File: config.mk
export PLATFORM = sky130hd
export DESIGN_NAME = rom_bus_arbiter
export DESIGN_NICKNAME = d
export VERILOG_FILES = /design/src/rtl/rom_arb_pkg.sv /design/src/rtl/rr_arbiter2.sv /design/src/rtl/rom_bus_arbiter.sv
export SDC_FILE = /design/constraint.sdc
export NUM_CORES = 1
export LEC_CHECK = 0
export CORE_MARGIN = 1
export CORE_UTILIZATION = 39
export CTS_CLUSTER_DIAMETER = 30
export DETAILED_ROUTE_END_ITERATION = 10
export GPL_TIMING_DRIVEN = 0
export PLACE_DENSITY_LB_ADDON = 0.15
export SETUP_SLACK_MARGIN = 0.4
export SYNTH_ARGS = -nofsm -noshare
export SYNTH_HDL_FRONTEND = slang
export SYNTH_HIERARCHICAL = 1
export SYNTH_SLANG_ARGS = --single-unit
File: constraint.sdc
create_clock -name m_clock -period 7.86 [get_ports m_clock]
set_input_delay 1.572 -clock m_clock [delete_from_list [all_inputs] [get_ports m_clock]]
set_output_delay 1.572 -clock m_clock [all_outputs]
set_load 0.01 [all_outputs]
File: src/rtl/rom_arb_pkg.sv
// Shared definitions for the ROM bus arbiter: FSM state encoding,
// port identifiers and the default memory size.
package rom_arb_pkg;

  typedef enum logic [1:0] {
    IDLE  = 2'd0,
    READ  = 2'd1,
    WRITE = 2'd2,
    DONE  = 2'd3
  } state_t;

  localparam logic PORT_IF = 1'b0;
  localparam logic PORT_D  = 1'b1;

  localparam int unsigned ROM_BYTES_DEFAULT = 9216;

endpackage

File: src/rtl/rr_arbiter2.sv
// Two-way round-robin selector: a lone requester wins outright; when both
// request, the port that did not win last time is chosen.
module rr_arbiter2
  import rom_arb_pkg::*;
(
  input  logic req_if,
  input  logic req_d,
  input  logic last,
  output logic gnt,
  output logic valid
);

  // Pick a winner from the current requests and the previous grant.
  always_comb begin
    valid = req_if | req_d;
    gnt   = PORT_IF;
    if (req_if && req_d) begin
      gnt = ~last;
    end else if (req_d) begin
      gnt = PORT_D;
    end
  end

endmodule

File: src/rtl/rom_bus_arbiter.sv
// Shares one byte-addressed memory between an instruction-fetch port and a
// data port. Reads take one memory cycle (32-bit combinational read), writes
// are serialised into four byte cycles with per-byte strobes, and accesses
// that would run past the end of the memory complete at once with an error.
module rom_bus_arbiter
  import rom_arb_pkg::*;
#(
  parameter int unsigned ROM_BYTES = ROM_BYTES_DEFAULT,
  parameter int          ADDR_W    = 32
) (
  input  logic              m_clock,
  input  logic              p_reset,
  // instruction port
  input  logic              if_req,
  input  logic [ADDR_W-1:0] if_addr,
  output logic              if_ack,
  output logic              if_err,
  output logic [31:0]       if_rdata,
  // data port
  input  logic              d_req,
  input  logic              d_we,
  input  logic [ADDR_W-1:0] d_addr,
  input  logic [31:0]       d_wdata,
  input  logic [3:0]        d_wstrb,
  output logic              d_ack,
  output logic              d_err,
  output logic [31:0]       d_rdata,
  // memory side
  output logic [ADDR_W-1:0] mem_addr,
  output logic              mem_load,
  output logic              mem_store,
  output logic [7:0]        mem_wdata,
  input  logic [31:0]       mem_rdata
);

  // Range limit widened by one bit so addr+3 can never wrap.
  localparam logic [ADDR_W:0] ROM_LIMIT = (ADDR_W+1)'(ROM_BYTES);

  state_t            state_reg, state_next;
  logic              gnt_reg;
  logic              last_reg;
  logic [ADDR_W-1:0] addr_reg;
  logic [31:0]       wdata_reg;
  logic [3:0]        wstrb_reg;
  logic [1:0]        k_reg;
  logic              err_reg;
  logic [31:0]       if_rdata_reg;
  logic [31:0]       d_rdata_reg;

  logic              arb_gnt;
  logic              arb_valid;
  logic [ADDR_W-1:0] sel_addr;
  logic              sel_we;
  logic              range_err;

  rr_arbiter2 u_rr (
    .req_if (if_req),
    .req_d  (d_req),
    .last   (last_reg),
    .gnt    (arb_gnt),
    .valid  (arb_valid)
  );

  // Request attributes of whichever port the arbiter picks this cycle.
  always_comb begin
    sel_addr  = (arb_gnt == PORT_D) ? d_addr : if_addr;
    sel_we    = (arb_gnt == PORT_D) && d_we;
    range_err = ({1'b0, sel_addr} + (ADDR_W+1)'(3)) >= ROM_LIMIT;
  end

  // FSM state register.
  always_ff @(posedge m_clock or negedge p_reset) begin
    if (!p_reset) begin
      state_reg <= IDLE;
    end else begin
      state_reg <= state_next;
    end
  end

  // Next-state logic: out-of-range grants skip straight to the ack cycle.
  always_comb begin
    state_next = state_reg;
    case (state_reg)
      IDLE: begin
        if (arb_valid) begin
          if (range_err)   state_next = DONE;
          else if (sel_we) state_next = WRITE;
          else             state_next = READ;
        end
      end
      READ:    state_next = DONE;
      WRITE:   if (k_reg == 2'd3) state_next = DONE;
      DONE:    state_next = IDLE;
      default: state_next = IDLE;
    endcase
  end

  // Transaction capture, byte counter and per-port read data holding.
  always_ff @(posedge m_clock or negedge p_reset) begin
    if (!p_reset) begin
      gnt_reg      <= PORT_IF;
      last_reg     <= PORT_IF;
      addr_reg     <= '0;
      wdata_reg    <= '0;
      wstrb_reg    <= '0;
      k_reg        <= '0;
      err_reg      <= 1'b0;
      if_rdata_reg <= '0;
      d_rdata_reg  <= '0;
    end else begin
      case (state_reg)
        IDLE: begin
          if (arb_valid) begin
            gnt_reg   <= arb_gnt;
            last_reg  <= arb_gnt;
            addr_reg  <= sel_addr;
            wdata_reg <= d_wdata;
            wstrb_reg <= d_wstrb;
            k_reg     <= '0;
            err_reg   <= range_err;
            if (range_err) begin
              if (arb_gnt == PORT_IF) if_rdata_reg <= '0;
              else                    d_rdata_reg  <= '0;
            end
          end
        end
        READ: begin
          if (gnt_reg == PORT_IF) if_rdata_reg <= mem_rdata;
          else                    d_rdata_reg  <= mem_rdata;
        end
        WRITE: begin
          k_reg <= k_reg + 2'd1;
          // A write carries no read data; present zero with its ack.
          if (k_reg == 2'd3) d_rdata_reg <= '0;
        end
        default: ;
      endcase
    end
  end

  // Memory strobes are decoded from the state so they are zero everywhere else.
  always_comb begin
    mem_addr  = '0;
    mem_load  = 1'b0;
    mem_store = 1'b0;
    mem_wdata = '0;
    case (state_reg)
      READ: begin
        mem_addr = addr_reg;
        mem_load = 1'b1;
      end
      WRITE: begin
        mem_addr  = addr_reg + ADDR_W'(k_reg);
        mem_store = wstrb_reg[k_reg];
        mem_wdata = wdata_reg[{k_reg, 3'b000} +: 8];
      end
      default: ;
    endcase
  end

  // Completion pulses go only to the port that owns the transaction.
  always_comb begin
    if_ack   = (state_reg == DONE) && (gnt_reg == PORT_IF);
    d_ack    = (state_reg == DONE) && (gnt_reg == PORT_D);
    if_err   = if_ack & err_reg;
    d_err    = d_ack & err_reg;
    if_rdata = if_rdata_reg;
    d_rdata  = d_rdata_reg;
  end

endmodule

==> PnR_summary.wiki, run 1 <==
{| class="wikitable"
! Metric !! Value
|-
| Status || completed
|-
| Number of H-tree levels || 4
|-
| Slowest cell on the critical path || sky130_fd_sc_hd__nor4_1
|-
| Clock transition at the register clock pins on the worst setup and hold paths after CTS || 0.06 ns
|-
| CP Class || reg -> out
|-
| Residual overflow from global routing || 0
|-
| Core box area || 19600 um2
|-
| Inserted Clock Buffers || 17
|-
| Number of instances in the placed design || 1282
|-
| CP max FO || 4
|-
| Hold Path Sink || if_rdata[7]
|-
| DR vias || 6981
|-
| Tightest slew margin relative to the limit || 0.410
|-
| Final layout net count || 1182
|-
| Total power || 0.00415 W
|-
| Final Hold Viols || 0
|-
| Detailed placer's ending HPWL || 17700 um
|-
| Aggregate global-route resource usage || 0.231
|-
| Register-to-Register Setup Slack || 3.69 ns
|-
| Area of the multi-input gates || 3990 um2
|-
| Worst skew pair latency || 0.42 ns
|-
| Number of flops mapped to enable cells by yosys || 0
|-
| Max-cap violations || 0
|-
| Top flip-flop cell by instance count after synthesis || sky130_fd_sc_hd__dfrtp_1
|-
| Endpoint kind of the worst setup timing path || output port
|-
| Vias in the first global route || 6781
|-
| Area occupied by registers || 3450 um2
|-
| Post-synthesis area per instance || 10.2 um2
|-
| Detailed router's first-iteration violation count || 359
|-
| Fillers || 1786
|-
| Final worst slack || 2.32 ns
|-
| Master cell of the clock root buffer || sky130_fd_sc_hd__clkbuf_16
|-
| Average detailed-routed wire length per instance || 17.8 um
|-
| Portion of the post-synthesis area used by sequential elements || 0.439
|-
| CTS tree || done
|-
| Vias per Instance || 5.32
|-
| Synthesized netlist cell count || 770
|-
| Static Leakage || 4.72 nW
|-
| Critical hold path startpoint || if_rdata[7]
|-
| Skew final || 0.00569 ns
|-
| Register-to-Register Path Depth || 13
|-
| Pwr per Cell Area || 369 nW/um2
|-
| Post-CTS Repair Setup Buffers || 0
|-
| Die extent in y || 144 um
|-
| Cell chain of the critical path || ha_1 -> a21o_1 -> nand3_1 -> nor4_1 -> nand2_1 -> nor3_1 -> xor2_1 -> a22oi_1 -> nor2_1 -> clkdlybuf4s50_1
|-
| CTS Sinks || 138
|-
| Post-Place Worst Slack || 2.16 ns
|-
| Worst vdd rail ir drop || 0.000169 V
|-
| Placer's final routability congestion estimate || 0.857
|-
| Count of buffers from port buffering || 246
|-
| Unrepaired setup endpoints after global routing || false
|-
| Share of post-route cells with drive strength above 1 || 0.108
|-
| Post-route cell area || 11300 um2
|-
| Num ports || 247
|-
| Cell Count, Final, Fillers Out || 1313
|-
| Remaining antenna violation count after routing || 0
|-
| Post-Syn Nets || 916
|-
| Largest net degree at the start of global routing || 80
|-
| DRC violation count after routing || 0
|-
| Maximum number of buffers from clock root to sink || 2
|-
| Min Tclk post-route || 5.54 ns
|-
| Netlist area before placement || 7860 um2
|-
| Area of placed instances || 10700 um2
|-
| Classification of the worst-slack hold path || reg -> reg
|-
| Endpoint of the worst register-to-register path || if_rdata[9]
|-
| Wire length of the first global-routing pass || 36200 um
|-
| Antenna violations before repair || 0
|-
| Hold path cells || 1
|-
| DIE AREA || 20700 um2
|-
| Hold buffer count at CTS || 0
|-
| Number of rows in the core area || 51
|-
| Number of endpoints failing setup at the final stage || 0
|-
| Synthesis-stage register bit count || 138
|-
| Largest stage delay, worst path || 0.80 ns
|-
| Actual slew at the worst max-slew pin || 0.877 ns
|-
| Share of the clock period used by the worst path || 0.705
|-
| Data arrival time of the critical path || 3.97 ns
|-
| Post_cts resized || 0
|-
| Diodes inserted || 0
|-
| Initial standard-cell utilization of the core || 0.401
|-
| Reg2reg start || last_reg
|-
| Final wirelength || 23400 um
|-
| Nature of the critical path startpoint || flop
|-
| Proportion of register bits with asynchronous set or reset after synthesis || 1.00
|-
| Horiz. Die Dim || 144 um
|-
| Max Fclk || 180 MHz
|-
| Area Overhead vs Synth || 43.1%
|-
| Number of iterations in the first detailed-routing pass || 5
|-
| Synthesis warning total || 6
|-
| Setup TNS after final layout || 0 ns
|-
| Synth cell types || 57
|-
| CP required || 6.29 ns
|-
| Final-report max-slew violation count || 0
|}
Yosys cell counts (7+ instances only):
cell / n / share of area
sky130_fd_sc_hd__ha_1: 8 / 0.013
sky130_fd_sc_hd__clkbuf_1: 33 / 0.016
sky130_fd_sc_hd__inv_1: 40 / 0.019
sky130_fd_sc_hd__dfrtp_1: 138 / 0.44
sky130_fd_sc_hd__a21oi_1: 8 / 0.0051
sky130_fd_sc_hd__o21ai_0: 37 / 0.024
sky130_fd_sc_hd__mux2i_1: 62 / 0.079
sky130_fd_sc_hd__nand4_1: 16 / 0.013
sky130_fd_sc_hd__xnor2_1: 19 / 0.021
sky130_fd_sc_hd__a32o_1: 33 / 0.042
sky130_fd_sc_hd__xor2_1: 13 / 0.014
sky130_fd_sc_hd__and2_1: 12 / 0.0095
sky130_fd_sc_hd__and3_1: 9 / 0.0072
sky130_fd_sc_hd__a22oi_1: 35 / 0.033
sky130_fd_sc_hd__mux4_2: 9 / 0.026
sky130_fd_sc_hd__buf_4: 8 / 0.0076
sky130_fd_sc_hd__mux2_2: 46 / 0.066
sky130_fd_sc_hd__nand2_1: 95 / 0.045
sky130_fd_sc_hd__nor2_1: 51 / 0.024
sky130_fd_sc_hd__nand4b_1: 7 / 0.0078
sky130_fd_sc_hd__nand3_1: 23 / 0.015
through the flow:
step / hold slack, ns / util
floorplan: 0.465 / -
global placement: 0.473 / 0.544
detailed placement: 0.480 / 0.545
CTS: 0.494 / 0.574
global route: 0.501 / 0.574
finish: 0.488 / 0.574
cells in the final DEF, fill, tap and decap left out, drive strengths merged, types with 21 or more instances in the layout:
master         instances
dfrtp                138
a22oi                 36
nor2                  51
mux2i                 62
mux2                  46
clkdlybuf4s50        245
o21ai                 41
nand3                 23
clkbuf                55
inv                   41
nand2                 95
buf                   21
a32o                  33
area by class of cell:
type	count	area share
buffer	52	0.0238
clock buffer	22	0.0421
clock inverter	9	0.00812
inverter	40	0.0133
multi-input combinational	540	0.355
sequential	138	0.307
tap	265	0.0295
timing repair buffer	247	0.221
where the power goes:
group	total (W)	switching (W)	internal, W
logic	0.00214	0.00106	0.00108
clock network	0.000767	0.000307	0.000460
registers	0.00124	0.000221	0.00101
kinds of logic after synthesis:
| kind of cell | count (synthesis) | synth area share |
|---|---|---|
| flops | 138 | 0.439 |
| xor+xnor | 32 | 0.0356 |
| fa+ha+maj | 9 | 0.0153 |
| compound gates | 141 | 0.134 |
| mux | 117 | 0.171 |
| buf+inv | 92 | 0.0532 |
| simple gates | 241 | 0.152 |
worst max-delay path by stage:
stage / from / cells after the start / to / slack, ns
after floorplan: d_req / 13 / if_rdata[10] / 3.47
after global placement: p_reset / 1 / addr_reg[18] / -0.56
after detailed placement: d_req / 14 / if_rdata[9] / 2.16
after CTS: k_reg[1] / 10 / mem_addr[31] / 2.34
after global routing: k_reg[1] / 10 / mem_addr[31] / 2.01
final: k_reg[1] / 10 / mem_addr[31] / 2.32
worst max-delay path, delay by kind of cell (launching register included):
| kind | cells | cell delay [ns] |
|---|---|---|
| simple gates | 5 | 1.81 |
| buf+inv | 1 | 0.58 |
| flops | 1 | 0.43 |
| fa+ha+maj | 1 | 0.30 |
| compound gates | 2 | 0.26 |
| xor+xnor | 1 | 0.18 |
per-layer routing:
layer / vias to the layer above / track usage / share of wire / routed length [um]
met4: 0 / 0.0784 / 0.019 / 439
li1: 3321 / - / - / -
met5: - / 0 / 0 / 0
met1: 3405 / 0.304 / 0.44 / 10400
met3: 30 / 0.0424 / 0.060 / 1410
met2: 225 / 0.379 / 0.48 / 11200
Note: power is estimated with default switching activity, not from simulation.
==> run 2: changes to the inputs <==
==> constraint.sdc (replaced) <==
create_clock -name m_clock -period 5.6 [get_ports m_clock]
set_input_delay 1.12 -clock m_clock [delete_from_list [all_inputs] [get_ports m_clock]]
set_output_delay 1.12 -clock m_clock [all_outputs]
set_load 0.01 [all_outputs]
==> run 2 against run 1 <==
  * Clock-buffer cell count unchanged
  * Flip-flop and latch count unchanged
  * Core utilization about the same
  * Via count up 0.40%
  * Sequential share of layout area about the same
  * Global-route usage did not move
  * Register-to-register slack worse by 2.3 ns
  * Worst hold slack hardly changed
  * Non-clock buffer count did not move
  * Setup slack lost 1.6 ns
  * First-iteration DRC count increased by 0.28%
  * Die area did not move
  * Largest cell class unchanged
  * Highest routed layer unchanged
==> PnR_summary.wiki, run 2 (synthesis gave the netlist of run 1 again) <==
{| class="wikitable"
! Metric !! Value
|-
| Vias per Instance || 5.34
|-
| Average detailed-routed wire length per instance || 17.9 um
|-
| Register-to-Register Setup Slack || 1.43 ns
|-
| Wire length of the first global-routing pass || 36200 um
|-
| Static Leakage || 4.72 nW
|-
| Number of H-tree levels || 4
|-
| Setup TNS after final layout || 0 ns
|-
| Area of the multi-input gates || 4000 um2
|-
| Worst skew pair latency || 0.42 ns
|-
| Fillers || 1784
|-
| Endpoint kind of the worst setup timing path || output port
|-
| Share of the clock period used by the worst path || 0.863
|-
| Core box area || 19600 um2
|-
| Master cell of the clock root buffer || sky130_fd_sc_hd__clkbuf_16
|-
| Cell chain of the critical path || ha_1 -> a21o_1 -> nand3_1 -> nor4_2 -> nand2_1 -> nor3_1 -> xor2_1 -> a22oi_1 -> nor2_1 -> clkdlybuf4s50_1
|-
| Remaining antenna violation count after routing || 0
|-
| Post-CTS Repair Setup Buffers || 0
|-
| Actual slew at the worst max-slew pin || 0.832 ns
|-
| Reg2reg start || last_reg
|-
| Horiz. Die Dim || 144 um
|-
| DR vias || 7009
|-
| Detailed router's first-iteration violation count || 360
|-
| Inserted Clock Buffers || 17
|-
| Number of iterations in the first detailed-routing pass || 5
|-
| Slowest cell on the critical path || sky130_fd_sc_hd__nor4_2
|-
| Share of the core filled with cells || 0.575
|-
| Maximum number of buffers from clock root to sink || 2
|-
| Skew final || 0.00635 ns
|-
| Number of rows in the core area || 51
|-
| Max-cap violations || 0
|-
| Die extent in y || 144 um
|-
| Area occupied by registers || 3450 um2
|-
| Max Fclk || 207 MHz
|-
| Worst vdd rail ir drop || 0.000237 V
|-
| Vias in the first global route || 6781
|-
| Diodes inserted || 0
|-
| Placer's final routability congestion estimate || 0.857
|-
| CP max FO || 4
|-
| Num ports || 247
|-
| Clock transition at the register clock pins on the worst setup and hold paths after CTS || 0.06 ns
|-
| Initial standard-cell utilization of the core || 0.401
|-
| Tightest slew margin relative to the limit || 0.445
|-
| Residual overflow from global routing || 0
|-
| Pwr per Cell Area || 517 nW/um2
|-
| Largest net degree at the start of global routing || 80
|-
| Post-route cell area || 11300 um2
|-
| DIE AREA || 20700 um2
|-
| Endpoint of the worst register-to-register path || if_rdata[9]
|-
| Crit path buf inv count || 1
|-
| Status || completed
|-
| Final wirelength || 23500 um
|-
| CTS tree || done
|-
| Number of endpoints failing setup at the final stage || 0
|-
| Unrepaired setup endpoints after global routing || false
|-
| Aggregate global-route resource usage || 0.231
|-
| DRC violation count after routing || 0
|-
| Data arrival time of the critical path || 3.71 ns
|-
| CP required || 4.48 ns
|-
| Crit-path leading delay family || simple AND/OR/NAND/NOR gates
|-
| Critical hold path startpoint || if_rdata[11]
|-
| Largest stage delay, worst path || 0.59 ns
|-
| Hold Path Sink || if_rdata[11]
|-
| CTS Sinks || 138
|-
| Detailed placer's ending HPWL || 17700 um
|-
| Final-report max-slew violation count || 0
|-
| Most frequent cells in the layout || sky130_fd_sc_hd__clkdlybuf4s50_1 (245), sky130_fd_sc_hd__dfrtp_1 (138), sky130_fd_sc_hd__nand2_1 (95)
|-
| Classification of the worst-slack hold path || reg -> reg
|-
| Hold path cells || 1
|-
| Count of buffers from port buffering || 246
|-
| Commonest non-fill, non-tap cell in the layout || sky130_fd_sc_hd__clkdlybuf4s50_1
|-
| Nature of the critical path startpoint || flop
|-
| Share of post-route cells with drive strength above 1 || 0.109
|-
| Register-to-Register Path Depth || 13
|-
| Area of placed instances || 10700 um2
|-
| Area Overhead vs Synth || 43.2%
|-
| Final Hold Viols || 0
|-
| Min Tclk post-route || 4.83 ns
|-
| CP Class || reg -> out
|-
| Antenna violations before repair || 0
|-
| Final layout net count || 1182
|}
run 2: cell counts in the layout (fill, tap and decap cells not counted):
Identical to the previous run, type by type.
run 2: how the worst max path moves through the flow:
stage	start	endpoint	slack, ns	cells past startpoint
final	k_reg[1]	mem_addr[31]	0.77	10
after global routing	k_reg[1]	mem_addr[31]	0.52	10
after CTS	k_reg[1]	mem_addr[31]	0.53	10
after detailed placement	d_req	if_rdata[9]	0.35	14
after global placement	p_reset	addr_reg[18]	-2.37	1
after floorplan	d_req	if_rdata[10]	1.67	13
run 2: per-stage QoR:
| stage | hold slack (ns) | power [W] | setup slack (ns) | instances |
|---|---|---|---|---|
| 2_1_floorplan | 0.465 | 0.00350 | 1.67 | 770 |
| 3_3_place_gp | 0.473 | 0.00471 | -2.37 | 1281 |
| 3_5_place_dp | 0.480 | 0.00477 | 0.351 | 1282 |
| 4_1_cts | 0.494 | 0.00586 | 0.533 | 1313 |
| 5_1_grt | 0.501 | 0.00621 | 0.523 | 1313 |
| 6_report | 0.488 | 0.00582 | 0.768 | 1313 |
run 2: area by class of cell:
| class | count | area share |
|---|---|---|
| inverter | 40 | 0.0133 |
| sequential | 138 | 0.307 |
| clock buffer | 22 | 0.0421 |
| multi-input combinational | 540 | 0.355 |
| tap | 265 | 0.0295 |
| clock inverter | 9 | 0.00811 |
| timing repair buffer | 247 | 0.221 |
| buffer | 52 | 0.0238 |
run 2: where the power goes:
part,total [W],internal [W],switching [W]
clock,0.00108,0.000646,0.000430
sequential,0.00174,0.00142,0.000310
combinational,0.00301,0.00152,0.00149
total,0.00582,0.00359,0.00223
run 2: worst register-to-register path: stages, from the launching register on:
cell and delay, ns:
sky130_fd_sc_hd__dfrtp_1 0.48, sky130_fd_sc_hd__a21boi_1 0.30, sky130_fd_sc_hd__buf_6 0.19, sky130_fd_sc_hd__buf_4 0.20, sky130_fd_sc_hd__buf_2 0.28, sky130_fd_sc_hd__buf_2 0.31, sky130_fd_sc_hd__buf_2 0.31, sky130_fd_sc_hd__mux2i_1 0.36
sky130_fd_sc_hd__o221a_2 0.26, sky130_fd_sc_hd__nand4_1 0.16, sky130_fd_sc_hd__nor4b_4 0.52, sky130_fd_sc_hd__o31ai_2 0.23, sky130_fd_sc_hd__buf_6 0.20, sky130_fd_sc_hd__a32o_1 0.25
run 2: metal layers:
metal / routed length [um] / GRT usage / part of all wire
met5: 0 / 0 / 0
met4: 473 / 0.0784 / 0.020
met3: 1380 / 0.0424 / 0.059
met2: 11200 / 0.379 / 0.48
met1: 10400 / 0.304 / 0.44
run 2: repair_timing:
item | 4_1_cts | 5_1_grt
resized for setup | 0 | 1
endpoints found under the setup margin | 0 | 1
hold buffers | 0 | 0
hold endpoints to repair | 0 | 0
==> run 3: changes to the inputs <==
--- a/config.mk
+++ b/config.mk
@@ -5,12 +5,15 @@
 export SDC_FILE = /design/constraint.sdc
 export NUM_CORES = 1
 export LEC_CHECK = 0
+export ABC_AREA = 0
+export ABC_CLOCK_PERIOD_IN_PS = 5600
 export CORE_MARGIN = 1
 export CORE_UTILIZATION = 39
 export CTS_CLUSTER_DIAMETER = 30
 export DETAILED_ROUTE_END_ITERATION = 10
 export GPL_TIMING_DRIVEN = 0
 export PLACE_DENSITY_LB_ADDON = 0.15
+export RECOVER_POWER = 25
 export SETUP_SLACK_MARGIN = 0.4
 export SYNTH_ARGS = -nofsm -noshare
 export SYNTH_HDL_FRONTEND = slang
==> run 3 against run 2 <==
  * Critical path type unchanged
  * Final cell count stayed put
  * Combinational power barely moved
  * Clock power is essentially flat
  * Non-clock buffer count unchanged
  * Sequential share of layout area hardly changed
  * The run now ends with max-capacitance violations, max-slew violations left
  * Core utilization about the same
  * Maximum frequency stayed put
==> PnR_summary.wiki, run 3 (synthesis gave the netlist of run 1 again) <==
{| class="wikitable"
! Metric !! Value
|-
| Total power || 0.00582 W
|-
| Most frequent cells in the layout || sky130_fd_sc_hd__clkdlybuf4s50_1 (245), sky130_fd_sc_hd__dfrtp_1 (138), sky130_fd_sc_hd__nand2_1 (95)
|-
| Post-route cell area || 11200 um2
|-
| Remaining antenna violation count after routing || 0
|-
| Largest net degree at the start of global routing || 80
|-
| Register-to-Register Setup Slack || 1.43 ns
|-
| Endpoint of the worst register-to-register path || if_rdata[9]
|-
| Core box area || 19600 um2
|-
| Tightest slew margin relative to the limit || -1.23
|-
| Max Fclk || 207 MHz
|-
| Detailed placer's ending HPWL || 17700 um
|-
| Wire length of the first global-routing pass || 36200 um
|-
| Final wirelength || 23500 um
|-
| Commonest non-fill, non-tap cell in the layout || sky130_fd_sc_hd__clkdlybuf4s50_1
|-
| Endpoint kind of the worst setup timing path || output port
|-
| Number of endpoints failing setup at the final stage || 0
|-
| Reg2reg start || last_reg
|-
| Number of H-tree levels || 4
|-
| Area Overhead vs Synth || 43.1%
|-
| Final layout net count || 1182
|-
| Unrepaired setup endpoints after global routing || false
|-
| Skew final || 0.00635 ns
|-
| Nature of the critical path startpoint || flop
|-
| Status || finished with violations
|-
| Met1 demand-to-capacity share in global routing || 0.304
|-
| Worst slack on hold paths || 0.488 ns
|-
| CTS Sinks || 138
|-
| Data arrival time of the critical path || 3.71 ns
|-
| Residual overflow from global routing || 0
|-
| Clock transition at the register clock pins on the worst setup and hold paths after CTS || 0.06 ns
|-
| Final worst slack || 0.768 ns
|-
| CP Class || reg -> out
|-
| Average detailed-routed wire length per instance || 17.9 um
|-
| Register-to-Register Path Depth || 13
|-
| DR vias || 7009
|-
| Hold Path Sink || if_rdata[11]
|-
| Detailed router's first-iteration violation count || 360
|-
| Die extent in y || 144 um
|-
| Diodes inserted || 0
|-
| CTS tree || done
|-
| Post-Place Worst Slack || 0.351 ns
|-
| Area of placed instances || 10700 um2
|-
| Global-route layer with the greatest usage || met2
|-
| Hold path cells || 1
|-
| Final-report max-slew violation count || 60
|-
| Num ports || 247
|-
| Static Leakage || 4.71 nW
|-
| Vias in the first global route || 6781
|-
| Actual slew at the worst max-slew pin || 3.34 ns
|-
| DIE AREA || 20700 um2
|-
| Worst skew pair latency || 0.42 ns
|-
| Final Hold Viols || 0
|-
| CP required || 4.48 ns
|-
| Pwr per Cell Area || 517 nW/um2
|-
| Number of rows in the core area || 51
|-
| CP max FO || 4
|-
| Share of post-route cells with drive strength above 1 || 0.108
|-
| Vias per Instance || 5.34
|-
| Count of buffers from port buffering || 246
|-
| Setup TNS after final layout || 0 ns
|-
| Max-cap violations || 1
|-
| Placer's final routability congestion estimate || 0.857
|-
| Initial standard-cell utilization of the core || 0.401
|-
| Share of the clock period used by the worst path || 0.863
|-
| Global-route met3 utilization || 0.0424
|-
| Critical hold path startpoint || if_rdata[11]
|-
| Classification of the worst-slack hold path || reg -> reg
|-
| Violations in the final reports || max-capacitance violations, max-slew violations
|-
| Horiz. Die Dim || 144 um
|-
| GR met2 Demand/Resource || 0.379
|-
| Inserted Clock Buffers || 17
|-
| Min Tclk post-route || 4.83 ns
|-
| Number of iterations in the first detailed-routing pass || 5
|-
| Post-CTS Repair Setup Buffers || 0
|-
| Aggregate global-route resource usage || 0.231
|-
| Maximum number of buffers from clock root to sink || 2
|-
| DRC violation count after routing || 0
|-
| Worst vdd rail ir drop || 0.000237 V
|-
| Master cell of the clock root buffer || sky130_fd_sc_hd__clkbuf_16
|-
| Antenna violations before repair || 0
|}
[run 3: cell types whose count changed in the layout (fill, tap and decap cells not counted), sizes merged]
| cell | before | now |
|---|---|---|
| buf | 21 | 20 |
| clkbuf | 55 | 56 |
[run 3: power by group]
group | switching, W | leakage (nW) | internal [W]
sequential | 0.000310 | 1.73 | 0.00142
combinational | 0.00149 | 2.71 | 0.00152
clock | 0.000430 | 0.277 | 0.000646
total | 0.00223 | 4.71 | 0.00359
[run 3: final cells by class]
type	instances	area [um2]
plain buffers	52	268
clock buffers	22	474
clock inverters	9	91.3
fillers	1784	8340
inverters	40	150
multi-input cells	540	4000
flip-flops and latches	138	3450
well taps	265	332
repair buffers	247	2480
[run 3: worst max-delay path by stage]
stage / slack, ns / start / endpoint / cells past startpoint
floorplan: 1.67 / d_req / if_rdata[10] / 13
global placement: -2.37 / p_reset / addr_reg[18] / 1
detailed placement: 0.35 / d_req / if_rdata[9] / 14
CTS: 0.53 / k_reg[1] / mem_addr[31] / 10
global route: 0.52 / k_reg[1] / mem_addr[31] / 10
finish: 0.77 / k_reg[1] / mem_addr[31] / 10
[run 3: timing repair]
item / 4_1_cts / 5_1_grt
setup endpoints to repair: 0 / 1
resized for setup: 0 / 1
hold buffers: 0 / 0
[run 3: metal layers]
metal,share of wire,vias to the layer above
met4,0.020,0
met2,0.48,238
met1,0.44,3420
li1,-,3318
met3,0.059,33
met5,0,-
[run 3: worst max-delay path, stage by stage (launching register included)]
cell	delay (ns)
sky130_fd_sc_hd__dfrtp_1	0.43
sky130_fd_sc_hd__ha_1	0.30
sky130_fd_sc_hd__a21o_1	0.18
sky130_fd_sc_hd__nand3_1	0.17
sky130_fd_sc_hd__nor4_2	0.59
sky130_fd_sc_hd__nand2_1	0.26
sky130_fd_sc_hd__nor3_1	0.31
sky130_fd_sc_hd__xor2_1	0.18
sky130_fd_sc_hd__a22oi_1	0.08
sky130_fd_sc_hd__nor2_1	0.23
sky130_fd_sc_hd__clkdlybuf4s50_1	0.58
[run 3: through the flow]
| step | std cells | util |
|---|---|---|
| 2_1_floorplan | 770 | - |
| 3_5_place_dp | 1282 | 0.545 |
| 4_1_cts | 1313 | 0.574 |
| 3_3_place_gp | 1281 | 0.544 |
| 6_report | 1313 | 0.574 |
| 5_1_grt | 1313 | 0.574 |
==> variant: new RTL, flow settings as in run 2 <==
Reset style: synchronous (`p_reset`), changed in 2 clocked blocks.
--- a/src/rtl/rom_bus_arbiter.sv
+++ b/src/rtl/rom_bus_arbiter.sv
@@ -69,7 +69,7 @@
   end
 
   // FSM state register.
-  always_ff @(posedge m_clock or negedge p_reset) begin
+  always_ff @(posedge m_clock) begin
     if (!p_reset) begin
       state_reg <= IDLE;
     end else begin
@@ -96,7 +96,7 @@
   end
 
   // Transaction capture, byte counter and per-port read data holding.
-  always_ff @(posedge m_clock or negedge p_reset) begin
+  always_ff @(posedge m_clock) begin
     if (!p_reset) begin
       gnt_reg      <= PORT_IF;
       last_reg     <= PORT_IF;
Behaviour: differs if p_reset is asserted again (counterexample within 4 cycles, from zero or initial values and one cycle with p_reset low); with p_reset held inactive, the same outputs for 4 cycles.
==> variant against run 2 <==
- fmax fell by 2.0%
- cell area barely moved
- via count rose by 12%
- critical path type unchanged
- wire length rose by 6.2%
- total power fell by 23%
- sequential cell count did not move
- setup slack got worse by 98 ps
- count of clock-buffer cells in the layout fell by 2
- area after synthesis fell by 0.32%
==> variant: results (changes against run 2) <==
- Status: finished clean (unchanged)
- Hold WS: 456 ps (was 488 ps)
- Ys Warns: 6 (unchanged)
- Max Buffers Root-to-Sink: 2 (unchanged)
- Routability cong.: 0.912 (was 0.857)
- Number of vias per cell: 5.30 (was 5.34)
- Crit-path leading delay family: simple AND/OR/NAND/NOR gates (unchanged)
- RR Endpoint: if_rdata[30] (was if_rdata[9])
- Routed vias: 7,834 (was 7,009)
- Filler instances: 1,855 (was 1,784)
- Most used flip-flop cell after synthesis: dfxtp_1 (was dfrtp_1)
- Critical path endpoint: mem_addr[31] (unchanged)
- Crit-path slowest cell: nor3b_1 (was nor4_2)
- Slew headroom: 41.8% (was 44.5%)
- Critical path launch point: addr_reg[1] (was k_reg[1])
- WHS Endpoint: if_rdata[17] (was if_rdata[11])
- Buffer count from post-CTS setup fixing: 0 (unchanged)
- Largest net degree at the start of global routing: 17 (was 80)
- Count of cell types in the netlist: 72 (was 57)
- Share of cells above drive strength 1: 5.78% (was 10.9%)
- Post-Syn Nets: 1,081 (was 916)
- Final nets: 1,345 (was 1,182)
- First-pass GRT wire length: 39.1 mm (was 36.2 mm)
- P_leak: 4.52 nW (was 4.72 nW)
- Maximum VDD drop: 239 uV (was 237 uV)
- Vias in the first global route: 7,336 (was 6,781)
- CP max FO: 7 (was 4)
- Max frequency: 203 MHz (was 207 MHz)
- DRT iter0 DRCs: 344 (was 360)
- Arr. time, crit path: 3810 ps (was 3710 ps)
- CP max stage delay: 740 ps (was 590 ps)
- Clock root buffer: clkbuf_16 (unchanged)
- Reg2reg start: last_reg (unchanged)
- Post-layout util: 57.5% (about the same)
- All-Layer GR Usage: 24.5% (was 23.1%)
- Area after DPL: 10,600 um2 (was 10,700 um2)
- Cts repair resizes: 1 (was 0)
- Clock Skew: 7.38 ps (was 6.35 ps)
- Hold path cells: 2 (was 1)
- Syn Area/Cell: 8.38 um2 (was 10.2 um2)
- Commonest cells post-synth: nand2_1, dfxtp_1, mux2i_1 (was dfrtp_1, nand2_1, mux2i_1)
- Area contributors post-synth: dfxtp_1, mux2i_1, nand2_1 (was dfrtp_1, mux2i_1, mux2_2)
- Dpl cells: 1,445 (was 1,282)
- Post-DR wirelength/cell: 16.9 um (was 17.9 um)
- DP Worst Slack: 777 ps (was 351 ps)
- FFs w/ async S/R, synth: 0% (was 100%)
- DP HPWL: 19.5 mm (was 17.7 mm)
- Port bufs: 245 (was 246)
- Startpoint of the worst hold path: if_rdata[17] (was if_rdata[11])
- Sequential-to-total area share from yosys stat: 35.2% (was 43.9%)
[variant: routing by layer]
layer | up-vias | track usage (%) | wire [um]
met5 | - | 0 | 0
met2 | 291 | 39.9 | 11400
met1 | 3641 | 32.6 | 11600
met4 | 0 | 5.94 | 293
li1 | 3877 | - | -
met3 | 25 | 5.30 | 1710
[variant: layout make-up]
class	instances	area share, %
Multi-Input combinational cell	715	41.5
Sequential cell	138	24.5
Timing Repair Buffer	245	21.8
Clock buffer	20	3.97
Buffer	71	3.21
Tap cell	265	2.94
Clock inverter	12	1.67
Inverter	11	0.367
[variant: cells by family after synthesis]
group	after synthesis	share of synthesized area, %
adders and majority gates	9	1.53
and+or+nand+nor	406	25.5
muxes	102	14.5
xor gates and xnor gates	5	0.559
DFF	138	35.2
buffers and inverters	82	5.12
AOI/OAI and AO/OA	193	17.6
[variant: report_power, final]
part,switching (mW),total (mW),internal (mW)
registers,0.183,1.37,1.19
clock network,0.444,1.21,0.764
logic,1.07,1.91,0.843
